--- config.mk ---
export PLATFORM = sky130hd
export DESIGN_NAME = axi_sram_slave
export DESIGN_NICKNAME = d
export VERILOG_FILES = /design/src/rtl/axi_sram_slave.sv
export SDC_FILE = /design/constraint.sdc
export NUM_CORES = 1
export LEC_CHECK = 0
export CORE_MARGIN = 1.5
export CORE_UTILIZATION = 37
export DETAILED_ROUTE_END_ITERATION = 7
export PLACE_DENSITY = 0.82
export SLEW_MARGIN = 10
export SYNTH_ARGS = -nofsm -noshare
export SYNTH_HDL_FRONTEND = slang
export SYNTH_SLANG_ARGS = --single-unit
--- constraint.sdc ---
create_clock -name ACLK -period 3.6 [get_ports ACLK]
set_clock_uncertainty 0.05 [all_clocks]
set_input_delay 0.72 -clock ACLK [delete_from_list [all_inputs] [get_ports ACLK]]
set_output_delay 0.72 -clock ACLK [all_outputs]
set_load 0.02 [all_outputs]
--- src/rtl/axi_sram_slave.sv ---
// axi_sram_slave: AXI3 burst slave serving one transaction at a time onto a
// single-port synchronous SRAM, with round-robin write/read arbitration.
module axi_sram_slave #(
   parameter int DATA_WIDTH = 32,
   parameter int ADDR_WIDTH = 32,
   parameter int ID_WIDTH   = 7,
   parameter int STRB_WIDTH = DATA_WIDTH / 8,
   parameter int MEM_AW     = 12
) (
   input  logic                  ACLK,
   input  logic                  ARESETn,
   input  logic [ADDR_WIDTH-1:0] AWADDR,
   input  logic [3:0]            AWLEN,
   input  logic [2:0]            AWSIZE,
   input  logic [1:0]            AWBURST,
   input  logic [ID_WIDTH-1:0]   AWID,
   input  logic                  AWVALID,
   output logic                  AWREADY,
   input  logic [DATA_WIDTH-1:0] WDATA,
   input  logic [STRB_WIDTH-1:0] WSTRB,
   input  logic                  WLAST,
   input  logic [ID_WIDTH-1:0]   WID,
   input  logic                  WVALID,
   output logic                  WREADY,
   output logic [1:0]            BRESP,
   output logic [ID_WIDTH-1:0]   BID,
   output logic                  BVALID,
   input  logic                  BREADY,
   input  logic [ADDR_WIDTH-1:0] ARADDR,
   input  logic [3:0]            ARLEN,
   input  logic [2:0]            ARSIZE,
   input  logic [1:0]            ARBURST,
   input  logic [ID_WIDTH-1:0]   ARID,
   input  logic                  ARVALID,
   output logic                  ARREADY,
   output logic [DATA_WIDTH-1:0] RDATA,
   output logic [1:0]            RRESP,
   output logic                  RLAST,
   output logic [ID_WIDTH-1:0]   RID,
   output logic                  RVALID,
   input  logic                  RREADY,
   output logic                  sram_en,
   output logic [STRB_WIDTH-1:0] sram_we,
   output logic [MEM_AW-1:0]     sram_addr,
   output logic [DATA_WIDTH-1:0] sram_wdata,
   input  logic [DATA_WIDTH-1:0] sram_rdata
);
   localparam int LB = $clog2(STRB_WIDTH);
   typedef enum logic [2:0] {S_IDLE, S_WDATA, S_WRESP, S_RREQ, S_RWAIT, S_RDATA} state_t;
   state_t state, state_nx;
   logic rr, err, wl_err, aw_go, ar_go, w_go, r_go, last;
   logic [ADDR_WIDTH-1:0] addr, step;
   logic [3:0] len, cnt;
   logic [2:0] size, sz;
   logic [1:0] burst, bst;
   logic [ID_WIDTH-1:0] id;
   logic [DATA_WIDTH-1:0] rdata_q;
   logic unused_ok;
   // Readies are held low while reset is asserted so nothing looks accepted.
   assign aw_go = state == S_IDLE && ARESETn && AWVALID && (!ARVALID || !rr);
   assign ar_go = state == S_IDLE && ARESETn && ARVALID && !aw_go;
   assign w_go = state == S_WDATA && WVALID;
   assign r_go = state == S_RDATA && RREADY;
   assign last = cnt == len;
   assign sz = aw_go ? AWSIZE : ARSIZE;
   assign bst = aw_go ? AWBURST : ARBURST;
   assign step = burst == 2'b01 ? {{(ADDR_WIDTH-1){1'b0}}, 1'b1} << size : '0;
   assign sram_addr = addr[MEM_AW+LB-1:LB];
   assign BRESP = {err | wl_err, 1'b0};
   assign RRESP = {err, 1'b0};
   assign BID = id;
   assign RID = id;
   assign RDATA = rdata_q;
   assign unused_ok = ^{WID, addr[ADDR_WIDTH-1:MEM_AW+LB], addr[LB-1:0]};
   always_comb begin
      state_nx = state;
      AWREADY = aw_go;
      ARREADY = ar_go;
      WREADY = state == S_WDATA;
      BVALID = state == S_WRESP;
      RVALID = state == S_RDATA;
      RLAST = state == S_RDATA && last;
      sram_en = w_go || state == S_RREQ;
      sram_we = (w_go && !err) ? WSTRB : '0;
      sram_wdata = w_go ? WDATA : '0;
      case (state)
         S_IDLE:  state_nx = aw_go ? S_WDATA : ar_go ? S_RREQ : S_IDLE;
         S_WDATA: state_nx = (w_go && last) ? S_WRESP : S_WDATA;
         S_WRESP: state_nx = BREADY ? S_IDLE : S_WRESP;
         S_RREQ:  state_nx = S_RWAIT;
         S_RWAIT: state_nx = S_RDATA;
         S_RDATA: state_nx = r_go ? (last ? S_IDLE : S_RREQ) : S_RDATA;
         default: state_nx = S_IDLE;
      endcase
   end
   always_ff @(posedge ACLK or negedge ARESETn) begin
      if (!ARESETn) begin
         state <= S_IDLE;
         rr <= 1'b0;
         addr <= '0;
         len <= '0;
         size <= '0;
         burst <= '0;
         id <= '0;
         cnt <= '0;
         err <= 1'b0;
         wl_err <= 1'b0;
         rdata_q <= '0;
      end else begin
         state <= state_nx;
         if (aw_go || ar_go) begin
            addr <= aw_go ? AWADDR : ARADDR;
            len <= aw_go ? AWLEN : ARLEN;
            id <= aw_go ? AWID : ARID;
            size <= sz;
            burst <= bst;
            cnt <= '0;
            err <= bst[1] || int'(sz) > LB;
            wl_err <= 1'b0;
         end
         if (w_go || r_go) begin
            cnt <= cnt + 4'd1;
            addr <= addr + step;
         end
         // The beat counter ends the burst; a misplaced WLAST only taints BRESP.
         if (w_go && WLAST != last) wl_err <= 1'b1;
         if (state == S_WRESP && BREADY) rr <= 1'b1;
         if (r_go && last) rr <= 1'b0;
         if (state == S_RWAIT) rdata_q <= err ? '0 : sram_rdata;
      end
   end
endmodule

==> out/qor.txt, run 1 <==
most common flop cell mapped by yosys: dfrtp_1
io pins: 284
post-synthesis mux area share: 3.43%
Fillers: 1,013
Die Y: 111 µm
nets@finish: 891
Setup-failing EPs final: 0
Port Buffers: 238
1st-iter DRT viols: 317
Total Wirelength: 13.5 mm
min Tclk post-route: 3.26 ns
grt ovf: 0
worst skew pair latency: 0.32 ns
Register-to-Register Path Depth: 10
core box area: 0.0114 mm²
FP Rows: 39
RSZ-0062 raised after global routing: false
Cell Area, Placed: 0.00665 mm²
Fmax achieved: 0.307 GHz
post-DR vias/cell: 5.15
Clock Path Buffers: 2
final clock period utilization by the worst path: 90.6%
Die ar.: 0.0123 mm²
area of the multi-input gates: 0.00219 mm²
simple-gate portion of the synthesized area: 26.1%
cells after synthesis: 492
cts bufs inserted: 9
share of cells above drive strength 1: 4.97%
Hold WC Path Type: flop to flop
vias in the first global route: 4,320
top cells by area, synth: dfrtp_1, nand2_1, nand2b_1, and3_1, o21ai_0
xor and xnor area share after synthesis: 2.44%
startpoint types: input port
main combinational cell family by area after synthesis: simple AND/OR/NAND/NOR gates
type of destination of the critical path: primary output
largest net degree at the start of global routing: 73
Global Route Usage Sum: 21.9%
H-tree depth: 3
CTS tree: built
Slew HR: 37.8%
complex-gate fraction of the synthesized area: 15.6%
crit path DAT: 2.49 ns
Routed Antenna Nets: 0
antenna cell count: 0
Ys Warns: 0
Max Cap Violations: 0
maximum vdd drop: 0.391 mV
Final Power: 5.40 mW
CTS hold repair buffers: 0
initial antenna violation count: 0
Post-Syn Area: 0.00430 mm²
Yosys cell types: 55
number of flops mapped to enable cells by yosys: 0
clock sink count: 72
worst-path fanout max: 4
clock slew at reported path FFs: 0.05 ns
critical path type: input port to primary output
required time of the critical path: 2.83 ns
vias: 4,359
Power Density: 780 mW/mm²
Final Max Slew Viols: 0
Post-synth ARST share: 100%
Yosys top cell area share: 41.9%
1st-pass router iterations: 4
design area: 0.00693 mm²
Setup Buffers After CTS: 0
Static Leak: 3.02 nW
setup TNS: 0 ns
#FFs+latches synth: 72
Hold Violations, Final: 0
leading area contributor after synthesis: dfrtp_1
Syn Area/Cell: 8.75 µm²
hold path depth: 2
Root Buffer Master: clkbuf_16
Remaining DRCs: 0
GP Congestion: 0.821
sequential standard cell area: 0.00180 mm²
per-cell routed wire length: 16.0 µm
Resize count post-CTS: 0
status: finished, final reports clean
sequential element share of the synthesized area: 41.9%
Worst-Margin Slew: 0.933 ns
global-route wire length before repair: 21.9 mm
WHS: 0.433 ns
Adder-Cell Fraction of Synth Area: 3.08%
die width: 111 µm
Syn-to-layout area delta: 61.1%
Initial Utilization: 37.8%
Detailed Place HPWL: 10.1 mm
-- layout by cell type, fill, tap and decap left out, drive strengths merged, types with 9 or more instances in the layout --
cell,count
nor2,30
ha,9
buf,11
a31oi,17
nand2b,34
nand2,85
dfrtp,72
clkbuf,13
mux2i,11
a21oi,9
o21ai,42
and3,33
clkdlybuf4s50,237
-- registers in the layout (all words and copies together), names as in the netlist --
register and count:
BID 7, RDATA 32, addr 14, burst 2
cnt 4, err 1, len 4, rr 1
size 3, state 3, wl_err 1
-- area by class of cell --
cell class | instances | area share, %
Timing Repair Buffer | 248 | 35.4
Sequential cell | 72 | 26.0
Tap cell | 143 | 2.58
Multi-Input combinational cell | 363 | 31.5
Inverter | 8 | 0.433
Clock buffer | 13 | 4.04
-- synth_stat cells (3+ instances only) --
master	count
mux2i_1	11
o221ai_1	5
nor2_1	29
a22oi_1	3
nand2b_1	34
ha_1	9
nor2b_1	4
nor3b_1	3
or4_1	4
a22o_1	3
nand4_1	3
dfrtp_1	72
or2_2	3
a31oi_1	17
nand3_1	5
xor2_1	6
buf_2	6
o211ai_1	6
and3_1	33
nand2_1	84
o21ai_0	39
a21oi_1	9
clkbuf_1	20
buf_4	23
xnor2_1	6
and2_1	8
inv_1	7
o21ai_1	3
-- kinds of logic (layout without fill, tap and decap cells) --
kind of cell | Yosys count | in the layout
simple gates | 220 | 220
compound gates | 105 | 105
flops | 72 | 72
buf+inv | 58 | 269
mux | 14 | 14
xor+xnor | 12 | 12
fa+ha+maj | 10 | 10
other cells | 1 | 2
-- where the power goes --
part	internal [mW]	switching [mW]	total, mW
Sequential	1.19	0.354	1.55
Clock	0.530	0.311	0.841
Combinational	1.45	1.57	3.02
-- critical path, cell delays in order --
cell	delay, ns
clkdlybuf4s50_1	0.52
a21boi_0	0.42
nand2_2	0.10
clkinv_1	0.08
clkdlybuf4s50_1	0.65
-- worst paths after layout --
check                          from       end  slack, ns
max in group asynchronous   ARESETn   addr[4]       2.30
setup reg to reg            size[2]  addr[10]       0.57
hold reg to reg            RDATA[7]  RDATA[7]       0.43
min in group asynchronous   ARESETn    len[3]       0.59
hold / removal             RDATA[7]  RDATA[7]       0.43
setup / recovery            AWVALID   AWREADY       0.34
-- layer usage --
metal | routed length (µm) | share of wire (%) | track usage (%) | vias to the layer above
li1 | - | - | - | 2111
met1 | 6020 | 44 | 27.7 | 2049
met2 | 6540 | 48 | 37.9 | 183
met3 | 793 | 5.9 | 4.48 | 16
met4 | 192 | 1.4 | 6.32 | 0
met5 | 0 | 0 | 0 | -
-- stage by stage --
stage	utilization [%]	setup WS (ns)	instances
4_1_cts	61.0	0.320	847
3_3_place_gp	58.5	0.334	834
3_5_place_dp	58.5	0.336	834
6_report	61.0	0.339	847
5_1_grt	61.0	0.224	847
2_1_floorplan	-	0.905	493
Power figures use the tool's default switching activity.
==> run 2, diff against run 1 <==
- CORE_ASPECT_RATIO: unset -> 2
==> run 2 against run 1 <==
Net effect: sequential share of layout area shrank 0.065 points; global-route usage is 1.6 points higher; via count up 1.0%; worst setup slack worse by 0.12 ns; utilization is 0.23 points higher; cell area up 0.25%; fmax is 3.4% lower; combinational power grew 2%; critical path type is now flop to primary output; highest routed layer unchanged; non-clock buffer count up 1; die area up 0.32%; sequential power shrank 3%; critical path depth rose by 1.
==> out/qor.txt, run 2 (synthesized netlist as in run 1, its figures left out) <==
worst skew pair latency: 0.33 ns (was 0.32 ns)
core box area: 0.0114 mm² (about the same)
net switching power: 2.27 mW (was 2.23 mW)
initial antenna violation count: 1 (was 0)
nets@finish: 892 (was 891)
Final Max Slew Viols: 0 (unchanged)
Hold WC Path Type: input port to async pin (was flop to flop)
Resize count post-CTS: 0 (unchanged)
WHS: 0.356 ns (was 0.433 ns)
Seq pwr share: 27.7% (was 28.6%)
per-cell routed wire length: 16.7 µm (was 16.0 µm)
commonest cells after routing, fill and taps aside: clkdlybuf4s50_1, nand2_1, dfrtp_1 (unchanged)
crit path DAT: 2.61 ns (was 2.49 ns)
min Tclk post-route: 3.38 ns (was 3.26 ns)
Hold Violations, Final: 0 (unchanged)
Detailed Place HPWL: 11.3 mm (was 10.1 mm)
clock slew at reported path FFs: 0.06 ns (was 0.05 ns)
Die Y: 156 µm (was 111 µm)
critical path type: flop to primary output (was input port to primary output)
maximum vdd drop: 0.390 mV (was 0.391 mV)
CTS tree: built (unchanged)
GP Congestion: 0.962 (was 0.821)
H-tree depth: 3 (unchanged)
GR peak layer: met2 (unchanged)
grt met3 use: 4.75% (was 4.48%)
worst-path fanout max: 8 (was 4)
vias: 4,404 (was 4,359)
required time of the critical path: 2.83 ns (about the same)
Global Route Usage Sum: 23.5% (was 21.9%)
1st-iter DRT viols: 142 (was 317)
Initial Utilization: 37.9% (was 37.8%)
FP Rows: 55 (was 39)
met2 Use GR: 45.1% (was 37.9%)
Static Leak: 3.02 nW (about the same)
grt met1 use: 21.3% (was 27.7%)
Max Cap Violations: 0 (unchanged)
Int Pwr: 3.17 mW (about the same)
Power Density: 784 mW/mm² (was 780 mW/mm²)
status: finished, final reports clean (unchanged)
grt ovf: 0 (unchanged)
clock sink count: 72 (unchanged)
switch share: 41.7% (was 41.3%)
io pins: 284 (unchanged)
post-DR vias/cell: 5.18 (was 5.15)
CTS hold repair buffers: 0 (unchanged)
Setup-failing EPs final: 0 (unchanged)
Clock Path Buffers: 2 (unchanged)
Comb pwr share: 56.6% (was 55.8%)
Die ar.: 0.0123 mm² (about the same)
cts bufs inserted: 9 (unchanged)
Syn-to-layout area delta: 61.5% (was 61.1%)
global-route wire length before repair: 22.2 mm (was 21.9 mm)
setup TNS: 0 ns (unchanged)
most common cell after layout, fill and taps aside: clkdlybuf4s50_1 (unchanged)
Routed Antenna Nets: 0 (unchanged)
Slew HR: 37.1% (was 37.8%)
startpoint types: flop (was input port)
die width: 79.3 µm (was 111 µm)
Total Wirelength: 14.2 mm (was 13.5 mm)
final clock period utilization by the worst path: 93.8% (was 90.6%)
Fmax achieved: 0.296 GHz (was 0.307 GHz)
Remaining DRCs: 0 (unchanged)
Setup Buffers After CTS: 0 (unchanged)
max reg flops: 32 (unchanged)
vias in the first global route: 4,735 (was 4,320)
type of destination of the critical path: primary output (unchanged)
Port Buffers: 238 (unchanged)
largest net degree at the start of global routing: 65 (was 73)
1st-pass router iterations: 5 (was 4)
Worst-Margin Slew: 0.941 ns (was 0.933 ns)
Root Buffer Master: clkbuf_16 (unchanged)
clock share of power: 15.7% (was 15.6%)
RSZ-0062 raised after global routing: false (unchanged)
share of cells above drive strength 1: 5.52% (was 4.97%)
-- run 2: critical path: stages, from the launching register on --
cell	delay [ns]
dfrtp_1	0.48
and2b_1	0.31
and2b_1	0.16
and2_1	0.18
nor2b_1	0.35
and2_1	0.18
clkdlybuf4s50_1	0.61
-- run 2: cell type report --
class                           instances  area (µm²)
Multi-Input combinational cell        363        2190
Inverter                                8        30.0
Antenna cell                            1        2.50
Timing Repair Buffer                  249        2460
Sequential cell                        72        1800
Fill cell                             977        4410
Clock buffer                            9         225
Clock inverter                          6        61.3
Tap cell                              142         178
-- run 2: worst paths after layout --
check | slack, ns | cells past startpoint | startpoint | end
max | 0.22 | 6 | state[1] | sram_we[0]
min | 0.36 | 2 | ARESETn | addr[3]
max reg2reg | 0.57 | 10 | size[2] | addr[10]
min reg2reg | 0.43 | 2 | RDATA[11] | RDATA[11]
max in group asynchronous | 2.18 | 3 | ARESETn | rr
min in group ACLK | 0.43 | 2 | RDATA[11] | RDATA[11]
-- run 2: layer usage --
metal	vias up	wire length [µm]
met5	-	0
met4	0	622
met3	28	876
met2	219	8090
met1	2044	4640
li1	2113	-
-- run 2: power groups by stage --
stage                     combinational, mW  clock [mW]  sequential [mW]
after detailed placement               3.10           0             1.52
after global placement                 3.02           0             1.49
after CTS                              3.11       0.884             1.51
after floorplan                        1.65           0             1.70
final                                  3.08       0.855             1.51
after global routing                   3.35       0.916             1.56
-- run 2: metrics by stage --
step / utilization (%) / setup slack (ns) / instance area, µm² / total power [mW] / std cells
finish: 61.2 / 0.223 / 6950 / 5.45 / 850
global route: 61.2 / 0.0222 / 6950 / 5.83 / 850
CTS: 61.2 / 0.179 / 6950 / 5.50 / 849
detailed placement: 58.7 / 0.272 / 6660 / 4.62 / 834
global placement: 58.7 / 0.277 / 6660 / 4.51 / 834
floorplan: - / 0.905 / 4310 / 3.35 / 493
